--- config.mk ---
export PLATFORM = sky130hd
export DESIGN_NAME = inst_fetch_unit
export DESIGN_NICKNAME = d
export VERILOG_FILES = /design/src/rtl/inst_fetch_unit_pkg.sv /design/src/rtl/inst_fetch_unit_fifo.sv /design/src/rtl/inst_fetch_unit.sv
export SDC_FILE = /design/constraint.sdc
export NUM_CORES = 1
export LEC_CHECK = 0
export ABC_AREA = 1
export CAP_MARGIN = 5
export CORE_UTILIZATION = 31
export DETAILED_ROUTE_END_ITERATION = 7
export PLACE_DENSITY = 0.49
export SYNTH_ARGS = -nofsm -noshare
export SYNTH_HDL_FRONTEND = slang
export SYNTH_SLANG_ARGS = --single-unit
export TNS_END_PERCENT = 1
--- constraint.sdc ---
create_clock -name clk -period 4.7 [get_ports clk]
set_input_delay 0.705 -clock clk [delete_from_list [all_inputs] [get_ports clk]]
set_output_delay 0.705 -clock clk [all_outputs]
set_load 0.05 [all_outputs]
--- src/rtl/inst_fetch_unit_pkg.sv ---
// Types and constants shared by the fetch stage and the next-address unit.
package inst_fetch_unit_pkg;

  localparam logic [31:0] RESET_PC_DEFAULT = 32'h0000_0000;

  localparam logic [1:0] NPC_OP_SEQ   = 2'd0;
  localparam logic [1:0] NPC_OP_PCREL = 2'd1;
  localparam logic [1:0] NPC_OP_JALR  = 2'd2;

  localparam logic [31:0] INST_NOP = 32'h0000_0013;

  typedef struct packed {
    logic [31:0] pc;
    logic [31:0] inst;
  } fetch_pkt_t;

  typedef enum logic {
    ST_BOOT  = 1'b0,
    ST_FETCH = 1'b1
  } fetch_state_e;

  function automatic logic [31:0] word_align(input logic [31:0] addr);
    return {addr[31:2], 2'b00};
  endfunction

endpackage

--- src/rtl/inst_fetch_unit_fifo.sv ---
// Small synchronous FIFO with a clear input; pushing while full is allowed only alongside a pop.
module fetch_fifo #(
  parameter int DEPTH = 2,
  parameter int WIDTH = 32,
  localparam int AW = (DEPTH > 1) ? $clog2(DEPTH) : 1,
  localparam int CW = AW + 1
) (
  input  logic             clk,
  input  logic             rst,
  input  logic             clr,
  input  logic             push,
  input  logic [WIDTH-1:0] push_data,
  input  logic             pop,
  output logic [WIDTH-1:0] pop_data,
  output logic [CW-1:0]    count,
  output logic             full,
  output logic             empty
);

  logic [WIDTH-1:0] mem_q [DEPTH];
  logic [WIDTH-1:0] mem_d [DEPTH];
  logic [AW-1:0]    wr_ptr_q, wr_ptr_d;
  logic [AW-1:0]    rd_ptr_q, rd_ptr_d;
  logic [CW-1:0]    count_q, count_d;
  logic             do_push, do_pop;

  assign empty    = (count_q == CW'(0));
  assign full     = (count_q == CW'(DEPTH));
  assign do_pop   = pop && !empty;
  assign do_push  = push && (!full || do_pop);
  assign pop_data = mem_q[rd_ptr_q];
  assign count    = count_q;

  // Next pointer/count/storage; clear wins over push and pop.
  always_comb begin
    mem_d    = mem_q;
    wr_ptr_d = wr_ptr_q;
    rd_ptr_d = rd_ptr_q;
    count_d  = count_q;
    if (clr) begin
      wr_ptr_d = AW'(0);
      rd_ptr_d = AW'(0);
      count_d  = CW'(0);
    end else begin
      if (do_push) begin
        mem_d[wr_ptr_q] = push_data;
        wr_ptr_d        = wr_ptr_q + AW'(1);
      end else begin
        wr_ptr_d = wr_ptr_q;
      end
      if (do_pop) begin
        rd_ptr_d = rd_ptr_q + AW'(1);
      end else begin
        rd_ptr_d = rd_ptr_q;
      end
      count_d = count_q + CW'(do_push) - CW'(do_pop);
    end
  end

  // State registers.
  always_ff @(posedge clk) begin
    if (rst) begin
      for (int i = 0; i < DEPTH; i++) begin
        mem_q[i] <= {WIDTH{1'b0}};
      end
      wr_ptr_q <= AW'(0);
      rd_ptr_q <= AW'(0);
      count_q  <= CW'(0);
    end else begin
      mem_q    <= mem_d;
      wr_ptr_q <= wr_ptr_d;
      rd_ptr_q <= rd_ptr_d;
      count_q  <= count_d;
    end
  end

endmodule

--- src/rtl/inst_fetch_unit.sv ---
// Fetch stage: PC register, credit-limited in-order imem requests, response buffer, redirect flush.
module inst_fetch_unit
  import inst_fetch_unit_pkg::*;
#(
  parameter logic [31:0] RESET_PC = RESET_PC_DEFAULT,
  parameter int          DEPTH    = 2
) (
  input  logic        clk,
  input  logic        rst,
  input  logic        redirect_valid,
  input  logic [31:0] redirect_pc,
  output logic        imem_req_valid,
  input  logic        imem_req_ready,
  output logic [31:0] imem_req_addr,
  input  logic        imem_rsp_valid,
  input  logic [31:0] imem_rsp_data,
  output logic        if_valid,
  input  logic        if_ready,
  output logic [31:0] if_pc,
  output logic [31:0] if_pc4,
  output logic [31:0] if_inst
);

  localparam int CW = $clog2(DEPTH) + 1;

  fetch_state_e state_q, state_d;
  logic [31:0]  fetch_pc_q, fetch_pc_d;
  logic [CW-1:0] drop_cnt_q, drop_cnt_d;

  logic [CW-1:0] tag_count, buf_count;
  logic          tag_full, tag_empty, buf_full, buf_empty;
  logic [31:0]   tag_pc;
  fetch_pkt_t    buf_pkt, push_pkt;
  logic          credit_ok, accept, rsp_live, drop_now, buf_push, buf_pop;

  // Outstanding requests plus held entries must leave room for every response.
  assign credit_ok = !tag_full && !buf_full &&
                     (({1'b0, tag_count} + {1'b0, buf_count}) < (CW + 1)'(DEPTH));

  assign imem_req_valid = !rst && (state_q == ST_FETCH) && !redirect_valid && credit_ok;
  assign imem_req_addr  = fetch_pc_q;
  assign accept         = imem_req_valid && imem_req_ready;

  assign rsp_live = imem_rsp_valid && !tag_empty;
  assign drop_now = rsp_live && (drop_cnt_q != CW'(0));
  assign buf_push = rsp_live && !drop_now && !redirect_valid;
  assign buf_pop  = !buf_empty && if_ready && !redirect_valid;
  assign push_pkt = '{pc: tag_pc, inst: imem_rsp_data};

  assign if_valid = !rst && !buf_empty;
  assign if_pc    = if_valid ? buf_pkt.pc : 32'h0000_0000;
  assign if_inst  = if_valid ? buf_pkt.inst : 32'h0000_0000;
  assign if_pc4   = if_pc + 32'd4;

  // Next-state, next-PC and drop-count logic; redirect takes priority over everything but reset.
  always_comb begin
    state_d    = state_q;
    fetch_pc_d = fetch_pc_q;
    drop_cnt_d = drop_cnt_q;
    case (state_q)
      ST_BOOT:  state_d = ST_FETCH;
      ST_FETCH: state_d = ST_FETCH;
      default:  state_d = ST_BOOT;
    endcase
    if (redirect_valid) begin
      fetch_pc_d = word_align(redirect_pc);
      // Every response still in flight belongs to the old path; one arriving now is dropped here.
      drop_cnt_d = tag_count - CW'(rsp_live);
    end else begin
      if (accept) begin
        fetch_pc_d = fetch_pc_q + 32'd4;
      end else begin
        fetch_pc_d = fetch_pc_q;
      end
      if (drop_now) begin
        drop_cnt_d = drop_cnt_q - CW'(1);
      end else begin
        drop_cnt_d = drop_cnt_q;
      end
    end
  end

  // State registers.
  always_ff @(posedge clk) begin
    if (rst) begin
      state_q    <= ST_BOOT;
      fetch_pc_q <= RESET_PC;
      drop_cnt_q <= CW'(0);
    end else begin
      state_q    <= state_d;
      fetch_pc_q <= fetch_pc_d;
      drop_cnt_q <= drop_cnt_d;
    end
  end

  fetch_fifo #(.DEPTH(DEPTH), .WIDTH(32)) u_tag_q (
    .clk       (clk),
    .rst       (rst),
    .clr       (1'b0),
    .push      (accept),
    .push_data (fetch_pc_q),
    .pop       (rsp_live),
    .pop_data  (tag_pc),
    .count     (tag_count),
    .full      (tag_full),
    .empty     (tag_empty)
  );

  fetch_fifo #(.DEPTH(DEPTH), .WIDTH($bits(fetch_pkt_t))) u_buf_q (
    .clk       (clk),
    .rst       (rst),
    .clr       (redirect_valid),
    .push      (buf_push),
    .push_data (push_pkt),
    .pop       (buf_pop),
    .pop_data  (buf_pkt),
    .count     (buf_count),
    .full      (buf_full),
    .empty     (buf_empty)
  );

endmodule

* Word-level counts from Yosys, hierarchy flattened
Index checks and enable logic that the tools add are counted.
** Storage, ports and cells
- Output and inout port bits :: 130
- Word-level logic and storage cells :: 95
- Register bits :: 235
- Bits of input ports :: 70
** Cells by class
- Reduce and logical (&&, ||, !) cells :: 35
- Mux-type cells :: 19
- Order comparisons :: 7
- Bitwise operators :: 5
- Eq/ne operators :: 2
- Add/sub/neg operators :: 13
** Operator list (number)
- $mux 32 :: 8
- $mux 64 :: 4
- $bwmux 128 :: 1
- $add 32x3->32 const B :: 2
- $bwmux 64 :: 1
- $demux 64 s1 :: 1
- $demux 32 s1 :: 1
- $logic_and 1x1->1 :: 19
- $ge 2x2->1 const B :: 4
- $not 1->2 :: 4
- $logic_not 1->1 :: 7
- $reduce_bool 2->1 :: 3
- $sub 2x1->2 :: 3
- $add 1x1->1 const B :: 4
- $add 2x1->2 :: 2
- $eq 2x2->1 const B :: 2
- $logic_not 2->1 :: 2
- $lt 2x1->1 const B :: 2
- $mux 2 :: 2
- $add 2x2->3 :: 1
- $lt 3x2->1 const B :: 1
- $logic_or 1x1->1 :: 2
- $reduce_and 2->1 :: 1
- $reduce_or 2->1 :: 1
- 3 further kinds :: 3

* Depth between registers and ports, before layout
Gate-level depths: netlist (run 1).
- Word-level depth :: 10
- Depth in mapped cells :: 14
- Gate-level depth less buffers :: 13

* By module
Synthesis (run 1) repeated with hierarchy kept, for this count alone.
** Unflattened totals
- Cell total of the unflattened synthesis :: 2559
- Area, all modules :: 15093.2 um^2
** Modules (own cells, without submodules)
- fetch_fifo (u_buf_q) :: sequential area each 2642.5 um^2, cells each 1212, area an instance 7294.5 um^2, instances 1
- inst_fetch_unit :: sequential area each 660.6 um^2, cells each 769, area an instance 4235.3 um^2, instances 1
- fetch_fifo (u_tag_q) :: sequential area each 1361.3 um^2, cells each 578, area an instance 3563.4 um^2, instances 1

* Worst setup path after synthesis (run 1)
No wires, ideal clock.
- Path kind :: input to output
- From :: input port rst
- To :: output port if_pc4[16]
- Data arrival time :: 3.636 ns
- Required time :: 3.995 ns
- Setup slack :: 0.359 ns
- Stages on the path :: 9
- Buffers on the path :: 1
- Cells stage by stage :: buf_2 nor2_2 nand3_1 inv_1 ha_1 nand3_2 nor2_2 nand2_1 xor2_1
** Between the ends
- Word-level cells in the longest chain between the ends :: 4
** Ends and longest elaborated chain
- start: declaration :: RTL line inst_fetch_unit.sv:9 : input logic rst,
- $logic_not 1->1 :: RTL line inst_fetch_unit.sv:50 : assign if_valid = !rst && !buf_empty;
- $logic_and 1x1->1 :: RTL line inst_fetch_unit.sv:50
- $mux 32 :: RTL line inst_fetch_unit.sv:51 : assign if_pc = if_valid ? buf_pkt.pc : 32'h0000_0000;
- net if_pc[2] :: RTL line inst_fetch_unit.sv:19 : output logic [31:0] if_pc,
- $add 32x3->32 :: RTL line inst_fetch_unit.sv:53 : assign if_pc4 = if_pc + 32'd4;
- end: declaration :: RTL line inst_fetch_unit.sv:20 : output logic [31:0] if_pc4,
The timed path passes the listed nets, and every way through them passes these cells.

* Final worst setup path (run 1)
- From :: register u_buf_q.rd_ptr_q
- To :: output port if_pc4[14]
** Between the ends
- Word-level cells in the longest chain between the ends :: 6
** Ends and longest elaborated chain
- start: declaration :: RTL line inst_fetch_unit_fifo.sv:23 : logic [AW-1:0] rd_ptr_q, rd_ptr_d;
- start signal: assignment :: RTL line inst_fetch_unit_fifo.sv:72 : rd_ptr_q <= rd_ptr_d;
- $not 1->2 (not written as such) :: RTL line inst_fetch_unit_fifo.sv:31 : assign pop_data = mem_q[rd_ptr_q];
- $mux 64 (not written as such) (3 in series) :: RTL line inst_fetch_unit_fifo.sv:31
- $mux 32 :: RTL line inst_fetch_unit.sv:51
- $add 32x3->32 :: RTL line inst_fetch_unit.sv:53
Every way passes these cells. The select of a mux whose other input is x is not followed.

==> key figures, run 1 <==
Pwr
  • PnR Total Power: 4.815 mW
  • Pwr dens: 323.9 nW/µm²
  • Pint: 3.504 mW
  • Flop pwr share: 0.435
  • NetSw: 1.311 mW
  • Sw Ratio: 0.2723
  • Worst VDD drop: 0.2322 mV
  • Clock power share: 0.431
  • Static leakage: 6.077 nW
  • Gate power share: 0.134

Floorplanning
  • Initial Utilization: 0.3155
  • Die Width: 195.3 µm
  • FP Rows: 70
  • Die area: 38,130 µm²
  • Die Height: 195.3 µm
  • I/O pin count: 200
  • Core ar.: 36,700 µm²

Setup path
  • Crit path required time: 3.99 ns
  • Setup crit start kind: register
  • CP delay by family, top: simple AND/OR/NAND/NOR gates
  • Worst Path Max Fanout: 50
  • Critical Path AT: 3.31 ns
  • Slowest cell on crit path: dfxtp_4
  • Buf/Inv on CP: 2
  • Crit-path max cell delay: 0.65 ns
  • Endpoint type of the worst setup path: output port
  • Cell Chain, Critical Path: buf_4 -> nand2_1 -> o21ai_1 -> nand3_1 -> nor2_1 -> nand2_1 -> nor2_2 -> xor2_1 -> buf_12
  • Critical path type: register to output port
  • Top cell by count, worst path: nand2_1

STA
  • Fin worst setup slack: 0.6896 ns
  • Unrepaired setup endpoints after global routing: no
  • Final Cycle Share: 0.8533
  • Tmin final: 4.010 ns
  • Final hold vios: 0
  • Clock skew: 0.01106 ns
  • Worst hold slack: 0.4451 ns
  • Worst-Margin Slew: 1.062 ns
  • Setup TNS: 0 ns
  • Slew HR: 0.2895
  • Peak Freq: 0.2494 GHz
  • Final setup viols: 0
  • Final Max Slew Viols: 0

Logic synthesis
  • Post-synth ARST share: 0
  • Register area share after synthesis: 0.3890
  • Synth warn: 0
  • Syn Inst Count: 1,799
  • Ys flop type: dfxtp_1
  • Synthesized flop and latch total: 225
  • Yosys cell types: 37
  • Post-Syn Area: 11,580 µm²
  • Number of synthesized flops with an enable pin: 0
  • Synth Area per Inst: 6.436 µm²

Placed design
  • Place WS: 1.071 ns
  • Final RePlAce weighted congestion: 0.8846
  • HPWL after DPL: 24.33 mm
  • I/O Buffers: 191

CTS
  • # clock sinks: 225
  • Worst skew pair latency: 0.52 ns
  • Number of cells upsized or downsized after cts: 0
  • Bufs on Longest Clock Path: 3
  • CTS clk-pin slew, worst paths: 0.06 ns
  • # H-tree levels: 1
  • CTS root buffer: clkbuf_16
  • CTS tree: built
  • Total CTS buffers: 27
  • Hold_buf cts: 0
  • Setup Buffers After CTS: 0

Global route
  • Grt ovf: 0
  • First-pass GRT wire length: 55.86 mm
  • All-Layer GR Usage: 0.1806
  • Vias in the first global route: 10,433
  • Largest net degree at the start of global routing: 88
  • Antenna violations before repair: 1

Detailed routing
  • Via Count: 11,332
  • Vias/cell: 4.681
  • Residual DRC: 0
  • Drt total wl: 35.01 mm
  • DR pass1 iterations: 5
  • WL/cell: 14.46 µm
  • Routed Antenna Nets: 0
  • Drt initial violations: 573

Finish
  • Fin nets: 2,012
  • Share of cells above drive strength 1: 0.06250
  • Area Overhead vs Synth: 28.37%

Run
  • Max-Cap Viols: 0

Run status
  • Run status: finished clean

Worst hold path
  • Min-Delay Path Class: register to register
-- worst min-delay path, cell delays in order, from the launching register on --
cell	delay [ns]
dfxtp_1	0.29
inv_1	0.05
a21oi_1	0.05
-- Yosys cell counts, types with 2 or more instances --
master,count,share of area
nand3_2,3,0.0026
buf_1,2,0.00065
or2_2,2,0.0011
inv_1,242,0.078
nor2_4,2,0.0019
o21ai_0,246,0.11
nor2_1,200,0.065
xor2_1,21,0.016
a21oi_1,170,0.073
xnor2_1,5,0.0038
buf_4,14,0.0091
nand4_1,7,0.0038
nand2_2,4,0.0022
clkbuf_1,51,0.017
buf_2,35,0.015
inv_4,2,0.0011
ha_1,8,0.0086
a31oi_1,5,0.0027
buf_6,3,0.0029
nor2_2,9,0.0049
dfxtp_1,225,0.39
nand2_1,415,0.13
o21ai_1,28,0.012
nor3_4,2,0.0028
nand3_1,80,0.035
inv_2,7,0.0023
-- worst paths after layout --
check	startpoint	end	slack, ns	cells after the start
worst max-delay path	u_buf_q.rd_ptr_q	if_pc4[14]	0.69	9
worst min-delay path	u_tag_q.mem_q[46]	u_tag_q.mem_q[46]	0.45	2
worst max register to register	u_buf_q.count[0]	u_tag_q.mem_q[59]	1.60	9
worst min register to register	u_tag_q.mem_q[46]	u_tag_q.mem_q[46]	0.45	2
-- logic make-up (layout without fill, tap and decap cells) --
group	Yosys count	after routing	share of synthesized area
other	1	7	0.0003239
adders and majority gates	9	9	0.01037
buffers and inverters	356	504	0.1261
AOI/OAI and AO/OA	454	454	0.1982
and+or+nand+nor	728	728	0.2563
xor gates and xnor gates	26	26	0.01967
DFF	225	225	0.3890
-- power by group through the flow --
stage          logic, mW  registers (mW)  clock network (mW)
2_1_floorplan      0.403            2.16                   0
3_3_place_gp       0.642            2.14                   0
3_5_place_dp       0.651            2.14                   0
4_1_cts            0.653            2.10                2.14
5_1_grt            0.726            2.11                2.22
6_report           0.645            2.09                2.07
-- final cells by class --
| cell class | count | area, µm² |
|---|---|---|
| repair buffers | 205 | 2282 |
| well taps | 468 | 585.6 |
| diodes | 1 | 2.502 |
| clock buffers | 41 | 798.3 |
| fillers | 3934 | 21830 |
| multi-input cells | 1223 | 5648 |
| inverters | 251 | 947.2 |
| clock inverters | 7 | 91.34 |
| flip-flops and latches | 225 | 4508 |
-- layout by cell type, fill, tap and decap left out, types with 2 or more instances in the layout --
| cell | count |
|---|---|
| a21oi_1 | 170 |
| a31oi_1 | 5 |
| buf_12 | 28 |
| buf_4 | 18 |
| bufinv_16 | 2 |
| clkbuf_1 | 7 |
| clkbuf_16 | 27 |
| clkbuf_8 | 7 |
| clkdlybuf4s50_1 | 158 |
| clkinv_2 | 3 |
| conb_1 | 6 |
| dfxtp_1 | 224 |
| ha_1 | 8 |
| inv_1 | 242 |
| inv_2 | 7 |
| inv_4 | 2 |
| nand2_1 | 415 |
| nand2_2 | 3 |
| nand3_1 | 80 |
| nand3_2 | 3 |
| nand4_1 | 7 |
| nor2_1 | 200 |
| nor2_2 | 7 |
| nor2_4 | 4 |
| nor3_4 | 2 |
| o21ai_0 | 246 |
| o21ai_1 | 28 |
| or2_2 | 2 |
| xnor2_1 | 5 |
| xor2_1 | 21 |
-- state kept, by name, summed over array words and instances, names as in the netlist --
name              count
u_tag_q.count         2
imem_req_addr        30
drop_cnt_q            2
u_buf_q.wr_ptr_q      1
u_tag_q.rd_ptr_q      1
u_buf_q.mem_q       124
u_buf_q.rd_ptr_q      1
u_buf_q.count         2
u_tag_q.mem_q        60
u_tag_q.wr_ptr_q      1
state_q               1
-- metal layers --
layer | routed length (µm) | GRT usage | vias up
li1 | - | - | 5946
met1 | 18050 | 0.2655 | 5071
met2 | 14770 | 0.2776 | 275
met3 | 1594 | 0.02314 | 40
met4 | 599 | 0.04229 | 0
met5 | 0 | 0 | -
-- metrics by stage --
step / instance area (µm²) / utilization / std cells
6_report: 14860 / 0.4050 / 2421
5_1_grt: 14860 / 0.4049 / 2420
3_3_place_gp: 13970 / 0.3807 / 2372
4_1_cts: 14860 / 0.4049 / 2420
2_1_floorplan: 11600 / - / 1804
3_5_place_dp: 13970 / 0.3807 / 2372
Note: power is estimated with default switching activity, not from simulation.
==> run 2, diff against run 1 <==
--- a/config.mk
+++ b/config.mk
@@ -8,8 +8,9 @@
 export ABC_AREA = 1
 export CAP_MARGIN = 5
 export CORE_UTILIZATION = 31
+export CTS_BUF_LIST = sky130_fd_sc_hd__clkbuf_8
 export DETAILED_ROUTE_END_ITERATION = 7
-export PLACE_DENSITY = 0.49
+export PLACE_DENSITY = 0.52
 export SYNTH_ARGS = -nofsm -noshare
 export SYNTH_HDL_FRONTEND = slang
 export SYNTH_SLANG_ARGS = --single-unit
==> key figures, run 2 (same netlist as run 1, synthesis figures left out) <==
STA
  • Final Max Slew Viols: 0 (unchanged)
  • Tmin final: 4.080 ns (+0.06962 ns)
  • Final setup viols: 0 (unchanged)
  • Fin worst setup slack: 0.6200 ns (-0.06962 ns)
  • Final Cycle Share: 0.8681 (+0.01481)
  • Setup TNS: 0 ns (unchanged)
  • Clock skew: 0.04569 ns (+0.03464 ns)
  • Final hold vios: 0 (unchanged)
  • Unrepaired setup endpoints after global routing: no
  • Worst-Margin Slew: 1.003 ns (-0.05892 ns)
  • Slew HR: 0.3289 (+0.03942)
  • Peak Freq: 0.2451 GHz (-1.7%)

Pwr
  • PnR Total Power: 4.623 mW (-4.0%)
  • Pwr dens: 312.1 nW/µm² (-3.6%)
  • Worst VDD drop: 0.1835 mV (-21%)
  • Clock power share: 0.407 (-0.024)
  • Pint: 3.279 mW (-6.4%)
  • Sw Ratio: 0.2907 (+0.01842)
  • NetSw: 1.344 mW (+2.5%)
  • Gate power share: 0.143 (+0.009)
  • Flop pwr share: 0.451 (+0.016)
  • Static leakage: 6.117 nW (+0.66%)

Detailed routing
  • Uppermost layer routed: met4
  • Vias/cell: 4.677 (about the same)
  • WL met2: 14.47 mm (-2.0%)
  • Via Count: 11,427 (+0.84%)
  • Met1 wire length: 17.63 mm (-2.3%)
  • WL met3: 2.105 mm (+32%)
  • Residual DRC: 0 (unchanged)
  • Routed Antenna Nets: 0 (unchanged)
  • Drt initial violations: 610 (+6.5%)
  • Drt total wl: 34.87 mm (-0.40%)
  • DR pass1 iterations: 5 (unchanged)
  • WL/cell: 14.27 µm (-1.3%)

Setup path
  • Critical path type: register to output port
  • Worst Path Max Fanout: 64 (+28%)
  • Slowest cell on crit path: dfxtp_4
  • Endpoint type of the worst setup path: output port
  • Cell Chain, Critical Path: buf_4 -> nand2_1 -> nand3_1 -> inv_1 -> ha_1 -> nand3_2 -> inv_1 -> a21oi_1 -> buf_12
  • FF-to-FF setup slack: 1.74 ns (+0.14 ns)
  • Setup crit start kind: register
  • Reg2reg start: u_buf_q.count[0]
  • Reg2Reg Depth: 10 (+1)
  • R2R Path End: u_tag_q.mem_q[30]
  • Critical Path AT: 3.38 ns (+0.07 ns)
  • Crit path required time: 3.99 ns (about the same)
  • Crit-path max cell delay: 0.75 ns (+0.10 ns)
  • Top cell by count, worst path: inv_1

CTS
  • Total CTS buffers: 42 (+56%)
  • CTS root buffer: clkbuf_8
  • Worst skew pair latency: 0.57 ns (+0.05 ns)
  • Setup Buffers After CTS: 0 (unchanged)
  • # H-tree levels: 2 (+1)
  • Bufs on Longest Clock Path: 3 (unchanged)
  • Hold_buf cts: 0 (unchanged)
  • CTS clk-pin slew, worst paths: 0.06 ns (about the same)
  • CTS tree: built
  • # clock sinks: 225 (unchanged)
  • Number of cells upsized or downsized after cts: 0 (unchanged)

Global route
  • Largest net degree at the start of global routing: 107 (+22%)
  • Vias in the first global route: 10,567 (+1.3%)
  • All-Layer GR Usage: 0.1799 (-0.0006426)
  • Antenna violations before repair: 0 (-1)
  • Grt ovf: 0 (unchanged)
  • First-pass GRT wire length: 55.30 mm (-1.0%)

Worst hold path
  • Worst Hold Endpoint: u_buf_q.mem_q[127]
  • Hold Path Origin: u_buf_q.mem_q[127]
  • Hold path depth: 2 (unchanged)
  • Min-Delay Path Class: register to register

Floorplanning
  • FP Rows: 70 (unchanged)
  • Die area: 38,130 µm² (unchanged)
  • Die Width: 195.3 µm (unchanged)
  • Core ar.: 36,700 µm² (unchanged)
  • Initial Utilization: 0.3155 (unchanged)
  • Die Height: 195.3 µm (unchanged)
  • I/O pin count: 200 (unchanged)

Finish
  • Max reg flops: 124 (unchanged)
  • Most frequent cells in the layout: nand2_1 (415), inv_1 (254), o21ai_0 (246)
  • Post-route cell area: 14,810 µm² (-0.35%)
  • Non-filler cells, final: 2,443 (+0.91%)
  • Leading cell type in the layout, fill and taps excluded: nand2_1
  • Top reg by flops: u_buf_q.mem_q
  • Fin nets: 2,026 (+0.70%)
  • Area Overhead vs Synth: 27.91%
  • Share of cells above drive strength 1: 0.07089 (+0.008386)
  • # diodes: 0 (-1)

Run
  • Max-Cap Viols: 0 (unchanged)

Placed design
  • Place WS: 1.099 ns (+0.02755 ns)
  • Placed inst area: 13,960 µm² (about the same)
  • Placed Cells: 2,371 (-0.042%)
  • I/O Buffers: 191 (unchanged)
  • HPWL after DPL: 23.96 mm (-1.5%)
  • Final RePlAce weighted congestion: 0.8550 (-3.3%)

Run status
  • Run status: finished clean
run 2: cell count changes in the layout (fill, tap and decap cells not counted), sizes merged:
cell    before  now
bufinv       2    0
buf         47   46
clkbuf      41   55
inv        252  264
diode        1    0
run 2: critical path, delay by kind of cell (launching register included):
kind	cells	cell delay, ns
buffers and inverters	4	0.91
flip-flops	1	0.75
AND/OR/NAND/NOR	3	0.53
AO/OA/AOI/OAI	1	0.31
adder cells (fa/ha/maj)	1	0.29
run 2: layer usage:
layer | vias up | global-route usage
met5 | - | 0
met2 | 329 | 0.2668
met3 | 51 | 0.03057
met4 | 0 | 0.05249
li1 | 5985 | -
met1 | 5062 | 0.2642
run 2: through the flow:
step | util | hold WS [ns]
after floorplan | - | 0.4244
after global placement | 0.3805 | 0.4333
after detailed placement | 0.3805 | 0.4387
after CTS | 0.4036 | 0.4474
after global routing | 0.4036 | 0.4613
final | 0.4036 | 0.4440
run 2: cell type report:
class / instances / area (µm²)
Clock inverter: 17 / 90.09
Clock buffer: 55 / 757.0
Inverter: 251 / 947.2
Sequential cell: 225 / 4508
Fill cell: 3910 / 21890
Timing Repair Buffer: 204 / 2275
Tap cell: 468 / 585.6
Multi-Input combinational cell: 1223 / 5648
run 2: power by group through the flow:
stage	registers, mW	clock network (mW)	logic (mW)
6_report	2.08	1.88	0.660
5_1_grt	2.10	2.03	0.746
4_1_cts	2.08	1.95	0.665
3_5_place_dp	2.12	0	0.663
3_3_place_gp	2.12	0	0.655
2_1_floorplan	2.16	0	0.403
run 2: worst max-delay path by stage:
stage | end | cells past startpoint | slack (ns) | startpoint
global placement | if_pc4[6] | 9 | 1.13 | u_buf_q.rd_ptr_q
CTS | if_pc4[6] | 9 | 0.55 | u_buf_q.rd_ptr_q
finish | if_pc4[6] | 9 | 0.62 | u_buf_q.rd_ptr_q
detailed placement | if_pc4[10] | 9 | 1.10 | rst
global route | if_pc4[16] | 10 | 0.36 | u_buf_q.rd_ptr_q
floorplan | if_pc4[16] | 9 | 0.36 | rst
==> run 3, diff against run 2 <==
==> constraint.sdc (replaced) <==
create_clock -name clk -period 4.1 [get_ports clk]
set_input_delay 0.615 -clock clk [delete_from_list [all_inputs] [get_ports clk]]
set_output_delay 0.615 -clock clk [all_outputs]
set_load 0.05 [all_outputs]
==> key figures, run 3 (same netlist as run 1, synthesis figures left out) <==
CTS
  • # H-tree levels: 2 (unchanged)
  • # clock sinks: 225 (unchanged)
  • CTS root buffer: clkbuf_8
  • CTS tree: built
  • Number of cells upsized or downsized after cts: 0 (unchanged)
  • Worst skew pair latency: 0.54 ns (-0.03 ns)
  • Total CTS buffers: 41 (-2.4%)
  • CTS clk-pin slew, worst paths: 0.06 ns (about the same)
  • Bufs on Longest Clock Path: 3 (unchanged)
  • Hold_buf cts: 0 (unchanged)

Setup path
  • Critical path type: register to output port
  • Critical Path AT: 3.10 ns (-0.28 ns)
  • Worst Path Max Fanout: 35 (-45%)
  • Endpoint type of the worst setup path: output port
  • Crit path required time: 3.48 ns (-0.51 ns)
  • Setup crit start kind: register

Pwr
  • Flop pwr share: 0.468 (+0.017)
  • NetSw: 1.500 mW (+12%)
  • Worst VDD drop: 0.1695 mV (-7.6%)
  • Sw Ratio: 0.2916 (+0.0009409)
  • Pwr dens: 346.5 nW/µm² (+11%)
  • Clock power share: 0.388 (-0.019)
  • Pint: 3.643 mW (+11%)
  • Gate power share: 0.145 (+0.002)
  • Static leakage: 6.184 nW (+1.1%)

Global route
  • Vias in the first global route: 10,426 (-1.3%)
  • First-pass GRT wire length: 55.90 mm (+1.1%)
  • Grt met2 use: 0.2705 (+0.003704)
  • Antenna violations before repair: 0 (unchanged)
  • Met3 usage: 0.02746 (-0.003109)
  • Grt peak-use layer: met2
  • All-Layer GR Usage: 0.1809 (+0.0009805)
  • Largest net degree at the start of global routing: 93 (-13%)
  • M1 GR Usage: 0.2694 (+0.005206)
  • Grt ovf: 0 (unchanged)

Floorplanning
  • Die Height: 195.3 µm (unchanged)
  • FP Rows: 70 (unchanged)
  • Die area: 38,130 µm² (unchanged)
  • Initial Utilization: 0.3155 (unchanged)
  • Die Width: 195.3 µm (unchanged)
  • Core ar.: 36,700 µm² (unchanged)
  • I/O pin count: 200 (unchanged)

Placed design
  • HPWL after DPL: 24.06 mm (+0.42%)
  • I/O Buffers: 191 (unchanged)
  • Final RePlAce weighted congestion: 0.8718 (+2.0%)
  • Placed Cells: 2,373 (+0.084%)
  • Placed inst area: 14,050 µm² (+0.59%)
  • Place WS: 0.6425 ns (-0.4561 ns)

STA
  • Final Cycle Share: 0.9066
  • Clock skew: 0.02208 ns (-0.02362 ns)
  • Worst hold slack: 0.4457 ns (+0.001747 ns)
  • Final setup viols: 0 (unchanged)
  • Unrepaired setup endpoints after global routing: no
  • Slew HR: 0.3248 (-0.004041)
  • Peak Freq: 0.2690 GHz
  • Final hold vios: 0 (unchanged)
  • Worst-Margin Slew: 1.009 ns (+0.006041 ns)
  • Fin worst setup slack: 0.3830 ns (-0.2370 ns)
  • Final Max Slew Viols: 0 (unchanged)
  • Tmin final: 3.717 ns

Worst hold path
  • Min-Delay Path Class: register to register

Detailed routing
  • WL/cell: 14.29 µm (+0.11%)
  • DR pass1 iterations: 5 (unchanged)
  • Drt total wl: 34.95 mm (+0.24%)
  • Routed Antenna Nets: 0 (unchanged)
  • Drt initial violations: 836 (+37%)
  • Vias/cell: 4.678 (about the same)
  • Residual DRC: 0 (unchanged)
  • Via Count: 11,443 (+0.14%)

Finish
  • # diodes: 0 (unchanged)
  • Post-route cell area: 14,840 µm² (+0.20%)
  • Share of cells above drive strength 1: 0.08038 (+0.009498)
  • Final core occ: 0.4044 (+0.0008180)
  • Fin nets: 2,028 (+0.099%)
  • Leading cell type in the layout, fill and taps excluded: nand2_1
  • Max reg flops: 124 (unchanged)
  • Most frequent cells in the layout: nand2_1 (415), inv_1 (260), o21ai_0 (246)
  • Non-filler cells, final: 2,446 (+0.12%)
  • Area Overhead vs Synth: 28.17%
  • Top reg by flops: u_buf_q.mem_q

Run status
  • Run status: finished clean

Run
  • Max-Cap Viols: 0 (unchanged)
run 3: power by group through the flow:
stage	Clock (mW)	Combinational (mW)	Sequential (mW)
floorplan	0	0.462	2.47
global placement	0	0.737	2.45
detailed placement	0	0.746	2.45
CTS	2.08	0.749	2.41
global route	2.18	0.837	2.43
finish	1.99	0.745	2.40
run 3: final timing paths:
check / end / from / depth (start not counted) / slack, ns
max: if_pc4[10] / u_buf_q.rd_ptr_q / 9 / 0.38
min: u_tag_q.mem_q[51] / u_tag_q.mem_q[51] / 2 / 0.45
max reg2reg: u_tag_q.mem_q[27] / u_buf_q.count[0] / 10 / 1.32
min reg2reg: u_tag_q.mem_q[51] / u_tag_q.mem_q[51] / 2 / 0.45
run 3: final cells by class:
cell class,instances,area [µm²]
Fill cell,3965,21860
Multi-Input combinational cell,1223,5655
Sequential cell,225,4508
Timing Repair Buffer,207,2370
Inverter,251,947.2
Clock buffer,49,674.4
Tap cell,468,585.6
Clock inverter,23,100.1
run 3: worst max-delay path, stage by stage (launching register included):
cell and delay [ns]:
dfxtp_4 0.62, inv_1 0.11, nand2_1 0.08, nand3_1 0.27, inv_1 0.29, ha_1 0.27, nand3_2 0.17, nor3_4 0.31
xor2_1 0.27, buf_12 0.17
run 3: per-layer routing:
| metal | up-vias | share of wire |
|---|---|---|
| li1 | 5974 | - |
| met1 | 5088 | 0.51 |
| met2 | 343 | 0.41 |
| met3 | 38 | 0.059 |
| met4 | 0 | 0.015 |
| met5 | - | 0 |
run 3: through the flow:
| step | setup TNS [ns] | power [mW] |
|---|---|---|
| 2_1_floorplan | -0.04291 | 2.935 |
| 3_3_place_gp | 0 | 3.189 |
| 3_5_place_dp | 0 | 3.200 |
| 4_1_cts | 0 | 5.237 |
| 5_1_grt | 0 | 5.443 |
| 6_report | 0 | 5.142 |
run 3: timing repair:
action,CTS,global route
hold endpoints to repair,0,0
setup endpoints to repair,0,8
setup buffers,0,1
